[src/rtl/axi_pkg.sv]
// Shared constants for the two-master AXI read arbiter: default widths,
// FSM state encoding, and the AXI burst/response encodings used by the block.
// Optional round-robin arbitration is selected in the top with AXI_RR_ARB_EN.
package axi_pkg;

  localparam int AXI_ID_BITS_DEF   = 4;
  localparam int AXI_IDS_BITS_DEF  = 8;
  localparam int AXI_ADDR_BITS_DEF = 32;
  localparam int AXI_LEN_BITS_DEF  = 4;
  localparam int AXI_SIZE_BITS_DEF = 3;

  typedef enum logic [1:0] {
    IDLE = 2'd0,
    ADDR = 2'd1,
    DATA = 2'd2
  } arb_state_e;

  localparam logic [1:0] BURST_INCR = 2'b01;
  localparam logic [1:0] RESP_OKAY  = 2'b00;

endpackage

[src/rtl/axi_rd_arb_pick.sv]
// Picks one of two read-address requesters and returns a one-hot grant.
// Latency: purely combinational. Backpressure: none, the caller samples the
// result only when it is ready to start a new burst.
module axi_rd_arb_pick (
  input  logic [1:0] req_i,      // {M1, M0} request vector
  input  logic       prio_m1_i,  // 1: M1 wins a tie, 0: M0 wins a tie
  output logic [1:0] gnt_o       // {M1, M0} one-hot grant, 0 when no request
);

  // Single requester wins outright; a tie is broken by the priority input.
  always_comb begin
    gnt_o = req_i;
    if (req_i == 2'b11) begin
      gnt_o = prio_m1_i ? 2'b10 : 2'b01;
    end
  end

endmodule

[src/rtl/axi_read_arbiter.sv]
// Two-master to one-slave AXI read arbiter, one outstanding burst at a time.
// Latency: AR request -> ARVALID_S one cycle later; R channel is combinational.
// Backpressure: AR held stable until ARREADY_S; RREADY_S follows the granted master.
// Build option: define AXI_RR_ARB_EN for round-robin, otherwise fixed M1 > M0.
module axi_read_arbiter
  import axi_pkg::*;
#(
  parameter int AXI_ID_BITS   = AXI_ID_BITS_DEF,
  parameter int AXI_IDS_BITS  = AXI_IDS_BITS_DEF,
  parameter int AXI_ADDR_BITS = AXI_ADDR_BITS_DEF,
  parameter int AXI_LEN_BITS  = AXI_LEN_BITS_DEF,
  parameter int AXI_SIZE_BITS = AXI_SIZE_BITS_DEF
) (
  input  logic                     clk,
  input  logic                     rst,
  // master 0 (instruction)
  input  logic [AXI_ID_BITS-1:0]   ARID_M0,
  input  logic [AXI_ADDR_BITS-1:0] ARADDR_M0,
  input  logic [AXI_LEN_BITS-1:0]  ARLEN_M0,
  input  logic [AXI_SIZE_BITS-1:0] ARSIZE_M0,
  input  logic [1:0]               ARBURST_M0,
  input  logic                     ARVALID_M0,
  output logic                     ARREADY_M0,
  output logic [AXI_ID_BITS-1:0]   RID_M0,
  output logic [31:0]              RDATA_M0,
  output logic [1:0]               RRESP_M0,
  output logic                     RLAST_M0,
  output logic                     RVALID_M0,
  input  logic                     RREADY_M0,
  // master 1 (data)
  input  logic [AXI_ID_BITS-1:0]   ARID_M1,
  input  logic [AXI_ADDR_BITS-1:0] ARADDR_M1,
  input  logic [AXI_LEN_BITS-1:0]  ARLEN_M1,
  input  logic [AXI_SIZE_BITS-1:0] ARSIZE_M1,
  input  logic [1:0]               ARBURST_M1,
  input  logic                     ARVALID_M1,
  output logic                     ARREADY_M1,
  output logic [AXI_ID_BITS-1:0]   RID_M1,
  output logic [31:0]              RDATA_M1,
  output logic [1:0]               RRESP_M1,
  output logic                     RLAST_M1,
  output logic                     RVALID_M1,
  input  logic                     RREADY_M1,
  // slave
  output logic [AXI_IDS_BITS-1:0]  ARID_S,
  output logic [AXI_ADDR_BITS-1:0] ARADDR_S,
  output logic [AXI_LEN_BITS-1:0]  ARLEN_S,
  output logic [AXI_SIZE_BITS-1:0] ARSIZE_S,
  output logic [1:0]               ARBURST_S,
  output logic                     ARVALID_S,
  input  logic                     ARREADY_S,
  input  logic [AXI_IDS_BITS-1:0]  RID_S,
  input  logic [31:0]              RDATA_S,
  input  logic [1:0]               RRESP_S,
  input  logic                     RLAST_S,
  input  logic                     RVALID_S,
  output logic                     RREADY_S,
  output logic [1:0]               grant
);

  localparam int IDX_BITS = AXI_IDS_BITS - AXI_ID_BITS;
  localparam int CNT_BITS = AXI_LEN_BITS + 1;

  typedef struct packed {
    logic [AXI_ID_BITS-1:0]   id;
    logic [AXI_ADDR_BITS-1:0] addr;
    logic [AXI_LEN_BITS-1:0]  len;
    logic [AXI_SIZE_BITS-1:0] size;
    logic [1:0]               burst;
  } ar_t;

  arb_state_e          state_q, state_d;
  logic [1:0]          grant_q, grant_d;
  ar_t                 hold_q, hold_d;
  logic [CNT_BITS-1:0] beat_cnt_q, beat_cnt_d;
  logic [1:0]          pick_gnt;
  logic                prio_m1;
  logic                sel_m0, sel_m1;
  logic                r_hs;

`ifdef AXI_RR_ARB_EN
  logic prio_m1_q, prio_m1_d;
  assign prio_m1 = prio_m1_q;
`else
  assign prio_m1 = 1'b1;
`endif

  axi_rd_arb_pick u_pick (
    .req_i     ({ARVALID_M1, ARVALID_M0}),
    .prio_m1_i (prio_m1),
    .gnt_o     (pick_gnt)
  );

  // R path is live only while a burst is in DATA and reset is not asserted.
  assign sel_m0 = !rst && (state_q == DATA) && grant_q[0];
  assign sel_m1 = !rst && (state_q == DATA) && grant_q[1];
  assign r_hs   = RVALID_S && RREADY_S;

  // State, grant, holding register, beat counter and tie-break pointer.
  always_ff @(posedge clk) begin
    if (rst) begin
      state_q    <= IDLE;
      grant_q    <= 2'b00;
      hold_q     <= '0;
      beat_cnt_q <= '0;
`ifdef AXI_RR_ARB_EN
      prio_m1_q  <= 1'b1;
`endif
    end else begin
      state_q    <= state_d;
      grant_q    <= grant_d;
      hold_q     <= hold_d;
      beat_cnt_q <= beat_cnt_d;
`ifdef AXI_RR_ARB_EN
      prio_m1_q  <= prio_m1_d;
`endif
    end
  end

  // Next-state: capture the winner in IDLE, hand off on AR, finish on RLAST.
  always_comb begin
    state_d    = state_q;
    grant_d    = grant_q;
    hold_d     = hold_q;
    beat_cnt_d = beat_cnt_q;
`ifdef AXI_RR_ARB_EN
    prio_m1_d  = prio_m1_q;
`endif
    case (state_q)
      IDLE: begin
        if (|pick_gnt) begin
          grant_d = pick_gnt;
          state_d = ADDR;
          if (pick_gnt[1]) begin
            hold_d = '{id: ARID_M1, addr: ARADDR_M1, len: ARLEN_M1,
                       size: ARSIZE_M1, burst: ARBURST_M1};
          end else begin
            hold_d = '{id: ARID_M0, addr: ARADDR_M0, len: ARLEN_M0,
                       size: ARSIZE_M0, burst: ARBURST_M0};
          end
        end
      end
      ADDR: begin
        if (ARREADY_S) begin
          state_d = DATA;
`ifdef AXI_RR_ARB_EN
          // The master just served loses the next tie.
          prio_m1_d = grant_q[0];
`endif
        end
      end
      DATA: begin
        if (r_hs) begin
          beat_cnt_d = beat_cnt_q + CNT_BITS'(1);
          // RLAST alone ends the burst; the count never overrides the slave.
          if (RLAST_S) begin
            state_d    = IDLE;
            grant_d    = 2'b00;
            beat_cnt_d = '0;
          end
        end
      end
      default: begin
        state_d = IDLE;
        grant_d = 2'b00;
      end
    endcase
  end

  // Outputs: AR from the holding register, R steered by the grant register only.
  always_comb begin
    grant      = rst ? 2'b00 : grant_q;
    ARVALID_S  = !rst && (state_q == ADDR);
    ARID_S     = {IDX_BITS'(grant_q[1]), hold_q.id};
    ARADDR_S   = hold_q.addr;
    ARLEN_S    = hold_q.len;
    ARSIZE_S   = hold_q.size;
    ARBURST_S  = hold_q.burst;
    ARREADY_M0 = ARVALID_S && ARREADY_S && grant_q[0];
    ARREADY_M1 = ARVALID_S && ARREADY_S && grant_q[1];
    RREADY_S   = (sel_m0 && RREADY_M0) || (sel_m1 && RREADY_M1);
    RVALID_M0  = sel_m0 && RVALID_S;
    RVALID_M1  = sel_m1 && RVALID_S;
    RID_M0     = sel_m0 ? RID_S[AXI_ID_BITS-1:0] : '0;
    RID_M1     = sel_m1 ? RID_S[AXI_ID_BITS-1:0] : '0;
    RDATA_M0   = sel_m0 ? RDATA_S : 32'h0;
    RDATA_M1   = sel_m1 ? RDATA_S : 32'h0;
    RRESP_M0   = sel_m0 ? RRESP_S : 2'b00;
    RRESP_M1   = sel_m1 ? RRESP_S : 2'b00;
    RLAST_M0   = sel_m0 && RLAST_S;
    RLAST_M1   = sel_m1 && RLAST_S;
  end

  // Slave-returned index bits are advisory only; the grant register routes.
  logic rid_idx_mismatch;
  assign rid_idx_mismatch = (state_q == DATA) && RVALID_S &&
                            (RID_S[AXI_IDS_BITS-1:AXI_ID_BITS] != IDX_BITS'(grant_q[1]));

  // Grant is one-hot whenever a burst is in flight.
  a_grant_onehot: assert property (@(posedge clk) disable iff (rst)
    (state_q != IDLE) |-> $onehot(grant_q));

  // Beat count is cleared whenever no burst is in its data phase.
  a_cnt_clear: assert property (@(posedge clk) disable iff (rst)
    (state_q != DATA) |-> (beat_cnt_q == '0));

  c_rid_mismatch: cover property (@(posedge clk) disable iff (rst) rid_idx_mismatch);
  c_incr_burst:   cover property (@(posedge clk) disable iff (rst)
    ARVALID_S && ARREADY_S && (hold_q.burst == BURST_INCR));
  c_err_resp:     cover property (@(posedge clk) disable iff (rst)
    r_hs && (RRESP_S != RESP_OKAY));

endmodule

[config.mk]
export PLATFORM = sky130hd
export DESIGN_NAME = axi_read_arbiter
export DESIGN_NICKNAME = d
export VERILOG_FILES = /design/src/rtl/axi_pkg.sv /design/src/rtl/axi_rd_arb_pick.sv /design/src/rtl/axi_read_arbiter.sv
export SDC_FILE = /design/constraint.sdc
export NUM_CORES = 1
export LEC_CHECK = 0
export ABC_AREA = 1
export BUFFER_PORTS_ARGS = -buffer_cell sky130_fd_sc_hd__buf_2
export CAP_MARGIN = 20
export CELL_PAD_IN_SITES_DETAIL_PLACEMENT = 0
export CELL_PAD_IN_SITES_GLOBAL_PLACEMENT = 1
export CORE_MARGIN = 4
export CORE_UTILIZATION = 21
export CTS_CLUSTER_DIAMETER = 80
export CTS_CLUSTER_SIZE = 12
export DETAILED_ROUTE_END_ITERATION = 12
export MAX_ROUTING_LAYER = met4
export PLACE_DENSITY_LB_ADDON = 0.1
export REMOVE_ABC_BUFFERS = 1
export SYNTH_ARGS = -nofsm -noshare
export SYNTH_HDL_FRONTEND = slang
export SYNTH_SLANG_ARGS = --single-unit
[constraint.sdc]
create_clock -name clk -period 1.91 [get_ports clk]
set_clock_uncertainty 0.2 [all_clocks]
set_input_delay 0.382 -clock clk [delete_from_list [all_inputs] [get_ports clk]]
set_output_delay 0.382 -clock clk [all_outputs]
set_load 0.05 [all_outputs]
# == Word-level counts from Yosys, hierarchy flattened ==
# Index checks and enable logic that the tools add are counted.
# word_totals
out_inout_bits,135
elab_cells,52
inputBits,141
regBits,49
# classes
n_reduce_logical,21
n_mux,16
eq_ne,7
bitwise_logic,1
# op_table
operator,count
32-bit 2-to-1 mux,2
45-bit 2-to-1 mux,1
2-bit 2-to-1 mux,9
1-bit logical AND,14
2-bit case mux with 3 select lines,2
4-bit 2-to-1 mux,2
2-bit != test (second input constant),4
4-bit AND reduction,2
2-bit equality test (second input constant),2
2-bit by 1-bit equality test with 1-bit output (second input constant),1
2-bit zero test,1
2-bit AND reduction,1
2-bit OR reduction,1
1-bit zero test,1
1-bit logical OR,1
1-bit NOT,1

# == Depth between registers and ports, before layout ==
# Gate-level depths: netlist (run 1).
# depth
depth_word,8
ltp_mapped,9
ltp_nobuf,9

# == Hierarchy ==
# Synthesis (run 1) repeated with hierarchy kept, for this count alone.
# unflattened
hier_cells,433
area_unflattened_um2,2756.4
# modules_own_cells
mod,n_inst,seq_area_each_um2,area_per_inst_um2,cells_per_inst
axi_read_arbiter,1,980.9,2735.1,428
axi_rd_arb_pick,1,0.0,21.3,5

# == Least setup slack after synthesis (run 1) ==
# No wires, ideal clock.
# synth_timing
kind,input-to-output
from,input rst
to,output RDATA_M1[0]
path_slack_ns,-0.914
cell_stages,4
required_time_ns,1.328
n_path_buf,1
arrival_ns,2.242
cell_sequence,nor2_1 nand2_1 clkbuf_1 nor2_1
# synth_via
elab_chain_len,4
# synth_rtl
item,line,rtl
from (decl),axi_read_arbiter.sv:15,"input logic rst,"
1-bit zero test,axi_read_arbiter.sv:96,assign sel_m1 = !rst && (state_q == DATA) && grant_q[1];
1-bit logical AND (2 in a row),axi_read_arbiter.sv:96,
32-bit 2-to-1 mux,axi_read_arbiter.sv:187,RDATA_M1 = sel_m1 ? RDATA_S : 32'h0;
to (decl),axi_read_arbiter.sv:39,"output logic [31:0] RDATA_M1,"
# No other way between the ends.

# == Final worst setup path (run 1) ==
# layout_timing
from,register state_q[1]
to,output RDATA_M0[23]
# layout_via
elab_chain_len,4
# layout_rtl
item,line,rtl
from (decl),axi_read_arbiter.sv:72,"arb_state_e state_q, state_d;"
from (signal assigned),axi_read_arbiter.sv:110,state_q <= state_d;
2-bit equality test,axi_read_arbiter.sv:95,assign sel_m0 = !rst && (state_q == DATA) && grant_q[0];
1-bit logical AND (2 in a row),axi_read_arbiter.sv:95,
32-bit 2-to-1 mux,axi_read_arbiter.sv:186,RDATA_M0 = sel_m0 ? RDATA_S : 32'h0;
to (decl),axi_read_arbiter.sv:25,"output logic [31:0] RDATA_M0,"
# No other way between the ends.

==> results.md, run 1 <==
- Status: complete, but fails checks
- Failing checks: negative setup slack
- Synth Warn #: 0
- Register area share after synthesis: 0.375
- Vias: 3,828
- HP Start: ARADDR_M1[12]
- Root Buffer: clkbuf_16
- Synth-to-layout area growth: 114%
- Layout Nets: 834
- Worst Path Arrival: 1.51 ns
- Detail Placement HPWL: about 8900 um
- Worst path max stage delay: 0.35 ns
- Worst-path cell chain: inv_4, nor2_4, nand2_4, clkbuf_16, nor2_2, buf_6
- Mean number of vias per cell: roughly 4.4
- Peak Freq: 478 MHz
- Worst setup margin: -0.184 ns
- Worst reg2reg path depth: 12
- GR Overflow Total: 0
- Die Height: 120 um
- Initial antenna violation count: 2
- Flop2flop setup slack: around 0.2 ns
- H-tree depth: 2
- Die W: about 120 um
- Setup CP Type: flop to output pin
- Largest net degree at the start of global routing: 67
- Fin area: 5580 um2
- CP max FO: 10
- R2r startpoint: state_q[1]
- Std-Cell Rows: 40
- CP Data Required Time: around 1.3 ns
- Clk sink count: 49
- CP delay by family, top: buffers and inverters
- Slowest-stage cell, CP: dfxtp_2
- Peak supply drop: 435 uV
- Layout cells sized above 1: 0.569
- Syn_area_per_cell: 6.13 um2
- Syn Inst Count: 426
- Synthesized flop and latch total: 49
- Post-route ant nets: 0
- Cell Area, Synth: ~2600 um2
- Min-Delay Path Depth: 3
- Pwr per Cell Area: ~630 nW/um2
- Clock Latency Late Sink: 0.28 ns
- Crit path capture type: output pin
- Routability-driven placement congestion ratio: approximately 0.79
- Starting Density: 0.216
- Period Utilization, post-route: 1.10
- Bufs and invs on worst path: 3
- Hold Path Class: input port to flop
- Die ar.: 14,300 um2
- Final routed DRC violation total: 0
- Final Hold Vio Count: 0
- DRT iter0 DRCs: 106
- Final min period: 2.09 ns
- Core ar.: 12,100 um2
- CTS tree: built
- RSZ-0062 raised after global routing: true
- Max cap viols: 0
- PortBufs: 268
- TritonCTS Buffers: 5
- Final Max Slew Viols: 0
- Final setup violation count: 81
- Worst r2r dst: grant_q[0]
- First-pass GRT wire length: 18,300 um
- Routed length per instance: 15.2 um
- Total track usage: 0.163
- DP Area: 4200 um2
- Vias in the first global route: 3,745
- Worst setup SP type: flop
- IO Pins: 276
- Clock Tree Buf Depth: 2
- Synth cell types: 17
- Clk pin slew, worst setup/hold paths: 0.07 ns
- DRT Pass-1 Iters: 4
- Setup tns final: -9.24 ns
- Worst Hold End: ARADDR_S[12]
- Leak: 2.82 nW
- DRT Wirelength: ~13,000 um
layer usage:
layer  share of wire  wire length [um]  track usage  up-vias
met5               0                 0            -        -
met4           0.018               235       0.0544        0
met3           0.080              1060       0.0462       18
met2            0.55              7240        0.310      194
met1            0.35              4630        0.157     1728
li1                -                 -            -     1888
Yosys cell counts (all sizes together):
library cell    n  share of area
inv            45          0.065
nand3           5         0.0096
o21ai          45          0.086
a31oi          45           0.11
a21oi           3         0.0057
conb            1         0.0014
nor2           90           0.13
buf             7          0.017
nor3            1         0.0062
dfxtp          49           0.38
o21a            1         0.0029
clkbuf         28          0.040
nand2         106           0.15
final cells by class:
cell class | count | area, um2
diodes | 2 | 5.00
clock buffers | 5 | 125
clock inverters | 3 | 65.1
fillers | 1184 | 6530
inverters | 45 | 171
multi-input cells | 299 | 1760
flip-flops and latches | 49 | 987
well taps | 168 | 210
repair buffers | 293 | 2250
tightest hold or removal path, stage by stage:
cell and delay [ns]:
buf_2 0.09, nand2_1 0.04, a31oi_1 0.07
placed cells by master, fill, tap and decap left out:
| master | synthesis | layout |
|---|---|---|
| buf_4 | 4 | 17 |
| nand2_2 | 0 | 2 |
| o21ai_0 | 21 | 21 |
| nor3_4 | 1 | 1 |
| o21a_1 | 1 | 1 |
| o21ai_1 | 24 | 24 |
| a31oi_1 | 45 | 45 |
| conb_1 | 1 | 3 |
| bufinv_16 | 0 | 2 |
| nor2_2 | 1 | 40 |
| nor2_1 | 89 | 7 |
| clkbuf_16 | 0 | 8 |
| buf_8 | 0 | 13 |
| buf_6 | 0 | 67 |
| dfxtp_1 | 49 | 46 |
| nor2_4 | 0 | 43 |
| diode_2 | 0 | 2 |
| inv_4 | 0 | 1 |
| nand2_4 | 0 | 2 |
| inv_1 | 44 | 42 |
| nand2_1 | 106 | 102 |
| dfxtp_4 | 0 | 1 |
| nand3_1 | 5 | 5 |
| a21oi_1 | 3 | 3 |
| buf_16 | 0 | 2 |
| dfxtp_2 | 0 | 2 |
| clkinv_2 | 0 | 1 |
| buf_12 | 0 | 6 |
| buf_2 | 3 | 185 |
| inv_2 | 1 | 2 |
stage by stage:
stage / utilization / power [mW] / instances / setup slack [ns] / hold WS [ns]
2_1_floorplan: - / 1.94 / 393 / -1.81 / 0.233
3_3_place_gp: 0.347 / 2.35 / 845 / 0.000157 / 0.254
3_5_place_dp: 0.347 / 2.36 / 845 / -0.00633 / 0.261
4_1_cts: 0.412 / 3.56 / 857 / -0.105 / 0.130
5_1_grt: 0.461 / 3.74 / 864 / -0.244 / 0.139
6_report: 0.461 / 3.54 / 864 / -0.184 / 0.143
flip-flops by register name, indices dropped and copies added (netlist names):
register and count:
ARADDR_S 32, ARBURST_S 2, ARID_S 4, ARLEN_S 4, ARSIZE_S 3, grant_q 2
state_q 2
where the power goes:
group / internal [mW] / switching, mW
clock network: 0.748 / 0.393
registers: 1.14 / 0.0593
logic: 0.345 / 0.848
logic make-up (layout without fill, tap and decap cells):
kind of cell / after synthesis / after routing / synth area share
buffers and inverters: 80 / 346 / 0.122
DFF: 49 / 49 / 0.375
and+or+nand+nor: 202 / 202 / 0.298
other: 1 / 5 / 0.00144
AOI/OAI and AO/OA: 94 / 94 / 0.203
repair_timing:
action                     CTS  global route
buffers inserted             2             1
gates resized for setup    186           132
hold endpoints to repair     0             0
hold buffers                 0             0
gates cloned                 2             4
pin swaps                    2             3
setup endpoints to repair   83            83
how the worst max path moves through the flow:
| stage | from | to | slack, ns | depth (start not counted) |
|---|---|---|---|---|
| after detailed placement | rst | RDATA_M1[15] | -0.006 | 6 |
| after global routing | state_q[1] | RDATA_M0[23] | -0.24 | 6 |
| after global placement | rst | RDATA_M1[15] | 0.0002 | 6 |
| after CTS | state_q[1] | RRESP_M1[1] | -0.11 | 6 |
| final | state_q[1] | RDATA_M0[23] | -0.18 | 6 |
| after floorplan | grant_q[1] | RDATA_M1[0] | -1.81 | 4 |
(Power assumes the default switching activity.)
==> inputs of run 2 (changes only) <==
- ABC_AREA: 1 -> 0
- CORE_UTILIZATION: 21 -> 26
==> run 2 against run 1 <==
Net effect:
- the run still ends with negative setup slack left
- clock power is 9.6% lower
- synthesized area up 21%
- cell area increased by 0.31%
- core utilization up 0.72 points
- routed wire length decreased by 6.7%
- non-clock buffer count down 1
- final cell count down 13%
- critical path type unchanged
==> results.md, run 2 <==
- Area leader, netlist: dfxtp_1
- Ys flop type: dfxtp_1
- Seq pwr share: 0.277 (-0.063)
- Most frequent cell after synthesis: and2_1
- Hold Path Class: input port to flop
- Peak Freq: 464 MHz (-2.9%)
- Failing checks: negative setup slack
- DRT iter0 DRCs: 85 (-20%)
- Setup CP Type: flop to output pin
- # hold bufs at CTS: 0 (unchanged)
- RSZ-0062 raised after global routing: true
- Top cells by count, synth: and2_1, dfxtp_1, mux2i_1
- Synth top area cells: dfxtp_1, and2_1, a211oi_2, mux2i_1, a21oi_1
- Total power: 4.93 mW (+39%)
- Most frequent cells in the layout: buf_2, buf_6, and2_1, dfxtp_1, mux2i_1
- Final routed DRC violation total: 0 (unchanged)
- Detail Placement HPWL: 8840 um (-0.12%)
- DRT Pass-1 Iters: 4 (unchanged)
- PortBufs: 268 (unchanged)
- Multi-input gate area: 2010 um2 (+14%)
- Post-synthesis async set-or-reset flop share: 0 (unchanged)
- Register area share after synthesis: 0.310 (-0.0657)
- Std-Cell Rows: 40 (unchanged)
- Syn_area_per_cell: 9.34 um2 (+52%)
- Fin area: 5600 um2 (+0.31%)
- Vias: 3,473 (-9.3%)
- Worst Path Arrival: 1.58 ns (+0.07 ns)
- Setup tns final: -15.75 ns (-6.51 ns)
- Final setup violation count: 81 (unchanged)
- Synthesized flop and latch total: 49 (unchanged)
- CP Data Required Time: 1.33 ns (about the same)
- Internal power: 2.74 mW (+22%)
- Starting Density: 0.265 (+0.0490)
- Peak supply drop: 548 uV (+26%)
- Crit path capture type: output pin
- Sw frac: 0.445 (+0.0779)
- Final core occ: 0.468 (+0.00725)
- Final min period: 2.16 ns (+0.0633 ns)
- Largest net degree at the start of global routing: 47 (-30%)
- Total track usage: 0.164 (+0.00120)
- Max reg flops: 32 (unchanged)
- Period Utilization, post-route: 1.13 (+0.0331)
- Leak: 2.73 nW (-3.2%)
- Clock Tree Buf Depth: 2 (unchanged)
- Worst setup SP type: flop
- H-tree depth: 2 (unchanged)
- Post-route ant nets: 0 (unchanged)
- DRT Wirelength: 12,300 um (-6.7%)
- CP max FO: 22 (+12)
- Slew @ Worst Pin: 0.695 ns
- Clk pin slew, worst setup/hold paths: 0.07 ns (about the same)
- IO Pins: 276 (unchanged)
- Clock Latency Late Sink: 0.28 ns (about the same)
- Mean number of vias per cell: 4.63 (+4.5%)
- Post-synth EDFFs: 0 (unchanged)
- DP Area: 4660 um2 (+11%)
- Synth Warn #: 0 (unchanged)
- Max-slew headroom: 0.537
- Pwr per Cell Area: 881 nW/um2 (+39%)
- Core ar.: 12,000 um2 (-1.2%)
- CTS tree: built
- Fillers: 1,150 (-2.9%)
- GR Overflow Total: 0 (unchanged)
- Synth-to-layout area growth: 76.7%
- TritonCTS Buffers: 5 (unchanged)
- Max cap viols: 0 (unchanged)
- Clock power frac: 0.210 (-0.113)
- Die W: 118 um (-0.98%)
- Layout Nets: 741 (-11%)
- Net switching power: 2.20 mW (+69%)
- Initial antenna violation count: 2 (unchanged)
- Die Height: 118 um (-0.98%)
- Final Max Slew Viols: 0 (unchanged)
- First-pass GRT wire length: 18,400 um (+0.34%)
- Layout cells sized above 1: 0.607 (+0.0382)
- Routed length per instance: 16.4 um (+7.5%)
- Storage cell area: 983 um2 (-0.38%)
- Vias in the first global route: 3,636 (-2.9%)
- Worst setup margin: -0.247 ns (-0.0633 ns)
- Combinational share of power: 0.513 (+0.176)
- Synth top area share: 0.310 (-0.0657)
- Most common cell after layout, fill and taps aside: buf_2
- Syn Inst Count: 339 (-20%)
- Clk sink count: 49 (unchanged)
- Cell Area, Synth: 3170 um2 (+21%)
- Routability-driven placement congestion ratio: 0.783 (-1.2%)
- Status: complete, but fails checks
- Root Buffer: clkbuf_16
- Synth cell types: 31 (+14)
- Final Hold Vio Count: 0 (unchanged)
- Die ar.: 14,000 um2 (-2.0%)
-- run 2: cell types whose count changed after synthesis, moves of 9 or more --
cell      previous run  this run
nand2_1            106         1
buf_2                3        12
mux2i_1              0        46
a21oi_1              3        45
o21ai_1             24         0
inv_1               44         2
nor2_1              89         3
o21ai_0             21         3
a211oi_2             0        40
a31oi_1             45         0
clkbuf_1            28        16
and2_1               0        84
-- run 2: path summary, 6_finish.rpt --
kind              cells after the start   startpoint      endpoint  slack [ns]
hold / removal                        2      RLAST_S    grant_q[1]        0.17
setup / recovery                      5   state_q[0]  RDATA_M0[15]       -0.25
hold reg to reg                       2  ARADDR_S[0]   ARADDR_S[0]        0.32
setup reg to reg                      7   state_q[0]    ARLEN_S[1]        0.20
-- run 2: worst max-delay path: stages (launching register included) --
cell,delay [ns]
dfxtp_2,0.33
buf_6,0.11
and4bb_4,0.35
buf_12,0.17
and2_1,0.16
buf_6,0.16
-- run 2: cell families after synthesis --
| group | Yosys count | synth area share |
|---|---|---|
| and+or+nand+nor | 102 | 0.204 |
| AOI/OAI and AO/OA | 99 | 0.264 |
| muxes | 46 | 0.145 |
| other | 1 | 0.00118 |
| buffers and inverters | 42 | 0.0759 |
| DFF | 49 | 0.310 |
-- run 2: area by class of cell --
cell class	count	share of cell area
Clock inverter	1	0.00537
Antenna cell	2	0.000894
Timing Repair Buffer	292	0.398
Tap cell	147	0.0329
Inverter	2	0.00134
Clock buffer	7	0.0255
Multi-Input combinational cell	250	0.360
Sequential cell	49	0.176
-- run 2: what timing repair did --
action,in CTS,in global routing
pin swaps,0,5
setup endpoints to repair,84,84
setup buffers,0,4
gates cloned,1,2
gates resized for setup,137,71
-- run 2: per-stage QoR --
step | instances | hold WS (ns) | setup slack [ns]
floorplan | 301 | 0.247 | -1.29
finish | 750 | 0.168 | -0.247
global route | 750 | 0.182 | -0.308
CTS | 742 | 0.176 | -0.254
global placement | 733 | 0.307 | -0.217
detailed placement | 733 | 0.313 | -0.229
-- run 2: routing by layer --
layer	share of wire	wire (um)	global-route usage	vias up
li1	-	-	-	1716
met1	0.38	4710	0.178	1575
met2	0.51	6260	0.286	168
met3	0.092	1130	0.0517	14
met4	0.015	189	0.0476	0
met5	0	0	-	-
-- run 2: power by group through the flow --
stage | Sequential [mW] | Combinational [mW] | Clock (mW)
final | 1.37 | 2.53 | 1.03
after global routing | 1.40 | 2.68 | 1.12
after CTS | 1.36 | 2.49 | 1.08
after detailed placement | 1.38 | 2.44 | 0
after global placement | 1.38 | 2.42 | 0
after floorplan | 2.16 | 0.892 | 0
